<file path="src/rtl/float_pack.sv">
// Shared format constants, float struct and FSM state encoding for the
// sequential floating-point add/sub unit.
package float_pack;

  localparam int Ne   = 8;
  localparam int Nm   = 23;
  localparam int BIAS = (1 << (Ne - 1)) - 1;

  typedef struct packed {
    logic          sign;
    logic [Ne-1:0] exp;
    logic [Nm-1:0] man;
  } float_t;

  typedef enum logic [2:0] {
    IDLE,
    ALIGN,
    ADD,
    NORM,
    ROUND,
    DONE
  } state_t;

endpackage

</file>
<file path="src/rtl/find_first_one.sv">
// Leading-zero counter: number of zero bits above the most significant one.
// An all-zero input reports W.
module find_first_one #(
  parameter int W  = 28,
  parameter int CW = $clog2(W + 1)
) (
  input  logic [W-1:0]  vec_i,
  output logic [CW-1:0] lz_o
);

  // Scan upward so the highest set bit is the last one to write the count.
  always_comb begin
    lz_o = CW'(W);
    for (int i = 0; i < W; i++) begin
      if (vec_i[i]) lz_o = CW'(W - 1 - i);
    end
  end

endmodule

</file>
<file path="src/rtl/float_addsub_seq.sv">
// Multi-cycle floating-point adder/subtractor: one operation in flight,
// stepping IDLE -> ALIGN -> ADD -> NORM -> ROUND -> DONE.
// Significands carry hidden one + mantissa + guard/round/sticky (Nm+4 bits);
// the adder result has one extra carry bit on top (Nm+5 bits).
module float_addsub_seq #(
  parameter int Ne = float_pack::Ne,
  parameter int Nm = float_pack::Nm
) (
  input  logic           clk_i,
  input  logic           rst_i,
  input  logic           in_valid_i,
  output logic           in_ready_o,
  input  logic [Ne+Nm:0] a_i,
  input  logic [Ne+Nm:0] b_i,
  input  logic           op_i,
  output logic           out_valid_o,
  input  logic           out_ready_i,
  output logic [Ne+Nm:0] result_o,
  output logic           ovf_o,
  output logic           unf_o
);

  localparam int FW = 1 + Ne + Nm;
  localparam int SW = Nm + 4;
  localparam int AW = Nm + 5;
  localparam int EW = Ne + 2;
  localparam int CW = $clog2(AW + 1);
  localparam logic signed [EW-1:0] EMAX = EW'((1 << Ne) - 2);
  localparam logic signed [EW-1:0] EONE = EW'(1);

  float_pack::state_t state_q;

  logic                 in_ready_q, out_valid_q, ovf_q, unf_q;
  logic [FW-1:0]        result_q, a_q, b_q, byp_res_q;
  logic                 op_q, sgn_q, sub_q, byp_q;
  logic signed [EW-1:0] exp_q;
  logic [SW-1:0]        sx_q, sy_q, norm_q;
  logic [AW-1:0]        sum_q;

  // ALIGN-stage combinational signals
  logic          a_s, b_s, a_z, b_z, a_big;
  logic [Ne-1:0] x_e, y_e, diff;
  logic [Nm-1:0] x_m, y_m;
  logic [SW-1:0] sig_y, lost_mask, al_sx, al_sy;
  logic          al_sgn, al_sub, al_byp;
  logic [FW-1:0] al_byp_res;

  // NORM-stage combinational signals
  logic [CW-1:0]        lz, sh;
  logic [SW-1:0]        nm_sig;
  logic signed [EW-1:0] nm_exp;

  // ROUND-stage combinational signals
  logic                 rd_up, rd_c, rd_ovf, rd_unf;
  logic [Nm-1:0]        rd_man;
  logic signed [EW-1:0] rd_exp;
  logic [FW-1:0]        rd_res;

  assign in_ready_o  = in_ready_q;
  assign out_valid_o = out_valid_q;
  assign result_o    = result_q;
  assign ovf_o       = ovf_q;
  assign unf_o       = unf_q;

  // Order operands by magnitude and right-align the smaller one with sticky.
  always_comb begin
    a_s   = a_q[FW-1];
    b_s   = b_q[FW-1] ^ op_q;
    a_z   = (a_q[FW-2:Nm] == '0);
    b_z   = (b_q[FW-2:Nm] == '0);
    a_big = (a_q[FW-2:0] >= b_q[FW-2:0]);
    x_e   = a_big ? a_q[FW-2:Nm]  : b_q[FW-2:Nm];
    y_e   = a_big ? b_q[FW-2:Nm]  : a_q[FW-2:Nm];
    x_m   = a_big ? a_q[Nm-1:0]   : b_q[Nm-1:0];
    y_m   = a_big ? b_q[Nm-1:0]   : a_q[Nm-1:0];
    al_sgn = a_big ? a_s : b_s;
    al_sub = a_s ^ b_s;
    diff   = x_e - y_e;
    al_sx  = {1'b1, x_m, 3'b000};
    sig_y  = {1'b1, y_m, 3'b000};
    lost_mask = ~({SW{1'b1}} << diff);
    // Far enough away that only its presence matters for rounding.
    if (int'(diff) >= Nm + 3) al_sy = SW'(1);
    else                      al_sy = (sig_y >> diff) | SW'(|(sig_y & lost_mask));
    // A zero operand passes the other through untouched (no flags).
    al_byp = a_z | b_z;
    if (a_z & b_z) al_byp_res = '0;
    else if (a_z)  al_byp_res = {b_s, b_q[FW-2:0]};
    else           al_byp_res = a_q;
  end

  find_first_one #(.W(AW), .CW(CW)) u_lzc (
    .vec_i (sum_q),
    .lz_o  (lz)
  );

  // Renormalise the raw sum so the hidden one sits at bit SW-1.
  always_comb begin
    // lz counts the carry position, which is known clear on this path.
    sh = lz - CW'(1);
    if (sum_q[AW-1]) begin
      nm_sig = sum_q[AW-1:1] | SW'(sum_q[0]);
      nm_exp = exp_q + EONE;
    end else begin
      nm_sig = sum_q[SW-1:0] << sh;
      nm_exp = exp_q - EW'(sh);
    end
  end

  // Round to nearest even, then saturate or flush out-of-range exponents.
  always_comb begin
    rd_up            = norm_q[2] & (norm_q[1] | norm_q[0] | norm_q[3]);
    {rd_c, rd_man}   = {1'b0, norm_q[SW-2:3]} + (Nm + 1)'(rd_up);
    rd_exp           = rd_c ? exp_q + EONE : exp_q;
    rd_res           = '0;
    rd_ovf           = 1'b0;
    rd_unf           = 1'b0;
    if (byp_q) begin
      rd_res = byp_res_q;
    end else if (!norm_q[SW-1]) begin
      // Exact cancellation: hidden bit never reached, result is +0.
      rd_res = '0;
    end else if (rd_exp > EMAX) begin
      rd_res = {sgn_q, EMAX[Ne-1:0], {Nm{1'b1}}};
      rd_ovf = 1'b1;
    end else if (rd_exp < EONE) begin
      rd_res = {sgn_q, {(FW-1){1'b0}}};
      rd_unf = 1'b1;
    end else begin
      rd_res = {sgn_q, rd_exp[Ne-1:0], rd_man};
    end
  end

  // Control FSM plus per-state datapath register loads.
  always_ff @(posedge clk_i) begin
    if (rst_i) begin
      state_q     <= float_pack::IDLE;
      in_ready_q  <= 1'b1;
      out_valid_q <= 1'b0;
      result_q    <= '0;
      ovf_q       <= 1'b0;
      unf_q       <= 1'b0;
    end else begin
      case (state_q)
        float_pack::IDLE: begin
          if (in_valid_i) begin
            a_q        <= a_i;
            b_q        <= b_i;
            op_q       <= op_i;
            in_ready_q <= 1'b0;
            state_q    <= float_pack::ALIGN;
          end
        end
        float_pack::ALIGN: begin
          sgn_q     <= al_sgn;
          sub_q     <= al_sub;
          exp_q     <= $signed({2'b00, x_e});
          sx_q      <= al_sx;
          sy_q      <= al_sy;
          byp_q     <= al_byp;
          byp_res_q <= al_byp_res;
          state_q   <= float_pack::ADD;
        end
        float_pack::ADD: begin
          sum_q   <= sub_q ? ({1'b0, sx_q} - {1'b0, sy_q})
                           : ({1'b0, sx_q} + {1'b0, sy_q});
          state_q <= float_pack::NORM;
        end
        float_pack::NORM: begin
          norm_q  <= nm_sig;
          exp_q   <= nm_exp;
          state_q <= float_pack::ROUND;
        end
        float_pack::ROUND: begin
          result_q    <= rd_res;
          ovf_q       <= rd_ovf;
          unf_q       <= rd_unf;
          out_valid_q <= 1'b1;
          state_q     <= float_pack::DONE;
        end
        float_pack::DONE: begin
          if (out_ready_i) begin
            out_valid_q <= 1'b0;
            in_ready_q  <= 1'b1;
            state_q     <= float_pack::IDLE;
          end
        end
        default: begin
          out_valid_q <= 1'b0;
          in_ready_q  <= 1'b1;
          state_q     <= float_pack::IDLE;
        end
      endcase
    end
  end

endmodule

</file>
<file path="config.mk">
export PLATFORM = sky130hd
export DESIGN_NAME = float_addsub_seq
export DESIGN_NICKNAME = d
export VERILOG_FILES = /design/src/rtl/float_pack.sv /design/src/rtl/find_first_one.sv /design/src/rtl/float_addsub_seq.sv
export SDC_FILE = /design/constraint.sdc
export NUM_CORES = 1
export LEC_CHECK = 0
export CAP_MARGIN = 20
export CELL_PAD_IN_SITES_DETAIL_PLACEMENT = 0
export CELL_PAD_IN_SITES_GLOBAL_PLACEMENT = 1
export CORE_MARGIN = 3
export CORE_UTILIZATION = 52
export CTS_BUF_LIST = sky130_fd_sc_hd__clkbuf_4 sky130_fd_sc_hd__clkbuf_8
export CTS_CLUSTER_SIZE = 40
export DETAILED_ROUTE_END_ITERATION = 12
export GPL_TIMING_DRIVEN = 0
export PLACE_DENSITY = 0.93
export SLEW_MARGIN = 20
export SYNTH_ARGS = -nofsm -noshare
export SYNTH_HDL_FRONTEND = slang
export SYNTH_HIERARCHICAL = 1
export SYNTH_SLANG_ARGS = --single-unit
</file>
<file path="constraint.sdc">
create_clock -name clk_i -period 17.86 [get_ports clk_i]
set_clock_uncertainty 0.15 [all_clocks]
set_input_delay 3.572 -clock clk_i [delete_from_list [all_inputs] [get_ports clk_i]]
set_output_delay 3.572 -clock clk_i [all_outputs]
set_load 0.05 [all_outputs]
</file>
==> results.toml <==
[sta]
rsz0062_at_grt = "no"
slew_headroom_pct = 34.3
finalSetupTns_ns = 0
worst_pin_slew_ns = 0.978
hold_ws_ns = 0.316
setup-violations-final = 0
fin_crit_sh_pct = 39.8
max_freq_ghz = 0.141
slew_viol_final = 0
period_needed_ns = 7.10
hold_viol = 0

[grt]
grt_pass1_vias = 15503
grt_max_degree = 55
top_usage_layer = "met2"
grt_usage_pct = 31.9
grtUsageMet3_pct = 3.53
met2_usage_pct = 53.6
grt_first_pass_wirelength_mm = 89.4
grt_overflow = 0
antenna_found_initial = 0
use_met1_pct = 41.5

[yosys]
syn_area_um2 = 17700
synth-seq-cells = 254
synth_common_cells = "229 x nand2_1, 215 x edfxtp_1, 148 x nor2_1, 144 x a21oi_1, 119 x o21ai_0"
postSynthAreaPerCell_um2 = 9.30
yosysMostFrequentCell = "nand2_1"
yosys.area.top_type = "edfxtp_1"
syn_nets = 2062
synthCells = 1904
synth_top_flop_cell = "edfxtp_1"
synthArstFlopShare_pct = 0
ys_seq_area_share_pct = 40.9
synth_edf_count = 215
synth_area_leaders = "edfxtp_1 36%, ha_1 6.2%, nand2_1 4.9%"
synth_cell_types = 94
synth_top_area_share_pct = 36.5
ys_warn_count = 6

[power]
power_per_cell_area_nw_per_um2 = 91.4
p_leak_nw = 7.58
peakVddDrop_mv = 0.0858

[placed_design]
placed_cells = 2465
gp_congestion = 0.955
place_hpwl_mm = 45.9
portBuffers = 103
placed_cell_area_um2 = 19400

[setup_path]
required_ns = 18.06
critPathKind = "reg2reg"
cp-start-kind = "register"
slowest_delay_ns = 0.78
cp_slowest_cell = "a221oi_1"
critPathCaptureType = "register"
path_cells = "inv_1, ha_1, a211oi_2, o21ai_1, a221oi_4, o31ai_2, nor2_2, buf_4, buf_2, buf_2, buf_1, nor2_1, a21oi_1, ha_1, a21oi_1, o21ai_1, a21o_1, and2_1, clkbuf_1, clkbuf_1, nand2_1, a221oi_1, nor4_2, o211ai_1"
critical_path_arrival_ns = 7.31
crit_path_max_fanout = 10

[detailed_routing]
drc = 0
routed_wl_mm = 58.7
vias = 15869
via_per_inst = 6.24
drt_iter0_drc = 1719
antenna_left = 0
firstDrtPassIters = 6
avgRoutedWirePerCell_um = 23.1

[floorplan]
core_um2 = 33000
initial_core_util_pct = 53.6
ioPinCount = 105
die_h_um = 190
die_area_um2 = 36300
fp.dieW_um = 190
rows = 66

[clock_tree]
cts_max_level = 2
clock-root-buffer = "clkbuf_8"
post_cts_buffers = 0
tritoncts = "yes"
clock_latency_ns = 0.57
clockBufferDepth = 3
numCtsBuffers = 43
clkTransAtPathRegs_ns = 0.07
hold_buffers = 0
ctsResizeCount = 0
cts_num_sinks = 254

[final_layout]
drive_gt1_share_pct = 8.56
final_cells = 2544
fin_area_um2 = 20400
layout.nets = 2226
synthToLayoutAreaGrowth_pct = 15.2
antennaDiodeCount = 0
utilization_pct = 61.7

[status]
outcome = "finished, final reports clean"

[hold_path]
worstHoldPathType = "reg2reg"

[job]
maxCapViolations = 0
[worst max-delay path: cells and delay by family (launching register included)]
kind | cells | cell delay, ns
AOI/OAI and AO/OA | 10 | 2.68
adders and majority gates | 2 | 0.54
buffers and inverters | 7 | 2.23
DFF | 1 | 0.47
and+or+nand+nor | 5 | 0.79
[final cells by class]
class                           instances  area, µm²
Buffer                                118        505
Clock buffer                           59        718
Clock inverter                         20        236
Fill cell                            2843      12600
Inverter                              112        420
Multi-Input combinational cell       1420       9560
Sequential cell                       254       7240
Tap cell                              442        553
Timing Repair Buffer                  119       1150
[where the power goes]
part / internal [mW] / switching (mW) / leakage [nW] / total (mW)
combinational: 0.201 / 0.365 / 4.79 / 0.565
clock: 0.336 / 0.236 / 0.495 / 0.572
sequential: 0.690 / 0.0358 / 2.30 / 0.725
total: 1.23 / 0.636 / 7.58 / 1.86
[cells in the final DEF (no fill, tap or decap), drive strengths merged, types with 52 or more instances in the layout]
master | synthesis | final
edfxtp | 215 | 215
clkdlybuf4s50 | 0 | 103
a211oi | 52 | 52
nor2 | 150 | 150
nand2 | 231 | 231
o21ai | 127 | 127
ha | 87 | 87
inv | 111 | 113
clkbuf | 85 | 144
mux2i | 63 | 63
a21oi | 147 | 147
[metrics by stage]
step	worst slack [ns]	power [mW]
floorplan	8.72	1.10
global placement	6.94	1.28
detailed placement	10.95	1.29
CTS	10.88	1.86
global route	10.47	1.94
finish	10.76	1.86
[layer usage]
metal  vias up  wire length (µm)
met2       759             28000
li1       7387                 -
met1      7560             23800
met4         0              2980
met5         -                 0
met3       163              3810
[cells by family after synthesis]
kind of cell | share of synthesized area [%]
buffers and inverters | 5.23
muxes | 6.94
xor gates and xnor gates | 3.70
adders and majority gates | 6.38
DFF | 40.9
and+or+nand+nor | 15.7
AOI/OAI and AO/OA | 21.1
[path summary, 6_finish.rpt]
| check | from | endpoint | slack [ns] | cells after the start |
|---|---|---|---|---|
| setup / recovery | b_q[24] | sy_q[0] | 10.76 | 24 |
| hold / removal | result_o[18] | result_o[18] | 0.32 | 2 |
| setup reg to reg | b_q[24] | sy_q[0] | 10.76 | 24 |
| hold reg to reg | result_o[18] | result_o[18] | 0.32 | 2 |
[registers in the layout, indices dropped and copies added (netlist names)]
signal / flops
result_o: 32
sx_q: 23
out_valid_o: 1
byp_q: 1
exp_q: 10
unf_o: 1
norm_q: 27
ovf_o: 1
sgn_q: 1
sy_q: 27
in_ready_o: 1
sum_q: 28
state_q: 3
a_q: 32
byp_res_q: 32
op_q: 1
b_q: 32
sub_q: 1
(Power assumes the default switching activity.)
==> patch: new RTL, config.mk and constraints unchanged <==
Re-encode `state_t` (6 states) as Gray code, 3 bits wide.
--- a/src/rtl/float_pack.sv
+++ b/src/rtl/float_pack.sv
@@ -13,12 +13,12 @@
   } float_t;
 
   typedef enum logic [2:0] {
-    IDLE,
-    ALIGN,
-    ADD,
-    NORM,
-    ROUND,
-    DONE
+    IDLE  = 3'b000,
+    ALIGN = 3'b001,
+    ADD   = 3'b011,
+    NORM  = 3'b010,
+    ROUND = 3'b110,
+    DONE  = 3'b111
   } state_t;
 
 endpackage
Behaviour: no difference found for any inputs over 4 cycles, from zero or initial values and one cycle with rst_i high; so few cycles prove little.
==> patch against the unedited design <==
- final area decreased by 1.3%
- sequential share of layout area increased by 0.45 points
- sequential cell count unchanged
- area after synthesis decreased by 0.86%
- setup slack improved by 690 ps
- routed wire length decreased by 2.4%
- clock power decreased by 8.6%
- utilization decreased by 0.47 points
- power decreased by 14%
- global-route usage decreased by 0.60 points
- largest power group unchanged
==> patch: results (changes against the unedited design) <==
Setup path
  – Critical path arrival: 6640 ps (was 7310 ps)
  – CP max FO: 11 (was 10)
  – R2r setup slk: 11,450 ps (was 10,760 ps)
  – Slowest cell on crit path: o21ai_0 (was a221oi_1)

Routing
  – Vias/cell: 6.33 (was 6.24)
  – Met1 WL: 23,300 um (was 23,800 um)
  – DRT iter0 DRCs: 1,610 (was 1,719)

Status
  – Outcome: finished clean (unchanged)

Finish
  – Sequential cell area share: 36.0% (was 35.5%)
  – Clock-cell share of area: 4.25% (was 4.68%)
  – #MultiIn Comb: 1,388 (was 1,420)
  – Inverters, non-clock: 107 (was 112)
  – # clk buffers: 63 (was 59)
  – Share of layout cells above drive strength 1: 8.17% (was 8.56%)
  – Final Non-Filler Cells: 2,488 (was 2,544)
  – Multi-input combinational area share: 47.3% (was 46.9%)
  – Final core occ: 61.2% (was 61.7%)

Global route
  – GR Util met3: 4.74% (was 3.53%)
  – Global Route Usage Sum: 31.3% (was 31.9%)
  – First-pass GRT wire length: 87,200 um (was 89,400 um)
  – Routing usage on met1: 39.9% (was 41.5%)
  – Vias in the first global route: 15,005 (was 15,503)

Timing
  – Slew HR: 31.1% (was 34.3%)

Synthesis
  – Avg Inst Size Synth: 9.46 um^2 (was 9.30 um^2)
  – Sequential area share after synthesis: 41.2% (was 40.9%)
  – Area contributors post-synth: edfxtp_1 (37%), ha_1 (6.2%), dfxtp_1 (4.4%) (was edfxtp_1 (36%), ha_1 (6.2%), nand2_1 (4.9%))
  – Most instantiated cells after synthesis: edfxtp_1 (215), nand2_1 (203), nor2_1 (152) (was nand2_1 (229), edfxtp_1 (215), nor2_1 (148))

Clock network
  – Worst-Skew Late Latency: 600 ps (was 570 ps)

Pwr
  – Worst vdd ir: 0.0000842 V (was 0.0000858 V)
  – Psw: 0.502 mW (was 0.636 mW)
  – Leak pwr: 7.39 nW (was 7.58 nW)

Placement
  – Placed Cells: 2,411 (was 2,465)
  – GPL Wtd Cong: 1.00 (was 0.955)
  – Final HPWL from detailed placement: 45,500 um (was 45,900 um)
-- patch: cell types whose count changed after synthesis, sizes merged, moves of 7 or more --
cell / change
a211oi: -29
a21oi: -44
a2bb2oi: -15
a31oi: -8
and3: +12
buf: -16
mux2i: +14
nand2: -27
nand3: +10
nand4: +7
o21ai: -13
o22ai: +22
-- patch: through the flow --
stage,hold slack (ps),power [mW],setup WS (ps),instance area (um^2)
after floorplan,327,0.955,6890,17500
after global placement,293,1.08,4800,19100
after detailed placement,307,1.08,11330,19300
after CTS,314,1.60,11600,20100
after global routing,337,1.66,11160,20100
final,312,1.60,11450,20100
-- patch: power by group through the flow --
stage	logic [mW]	registers, mW	clock network, mW
detailed placement	0.371	0.710	0
floorplan	0.249	0.706	0
global route	0.407	0.701	0.556
CTS	0.373	0.698	0.532
global placement	0.364	0.713	0
finish	0.380	0.699	0.523
-- patch: path summary, 6_finish.rpt --
kind / start / to / cells past startpoint
worst max-delay path: sum_q[3] / norm_q[20] / 14
worst min-delay path: ovf_o / ovf_o / 2
worst max register to register: sum_q[3] / norm_q[20] / 14
worst min register to register: ovf_o / ovf_o / 2
-- patch: logic make-up after synthesis --
| group | after synthesis | synth area share, % |
|---|---|---|
| muxes | 115 | 8.44 |
| adders and majority gates | 90 | 6.49 |
| DFF | 254 | 41.2 |
| and+or+nand+nor | 616 | 16.7 |
| AOI/OAI and AO/OA | 491 | 18.7 |
| buffers and inverters | 212 | 4.64 |
| xor gates and xnor gates | 76 | 3.79 |
-- patch: worst max-delay path, delay by kind of cell, from the launching register on --
family                     cells  cell delay [ps]
DFF                            1              520
AOI/OAI and AO/OA              6             2180
buffers and inverters          5             2130
and+or+nand+nor                2              570
adders and majority gates      1              660
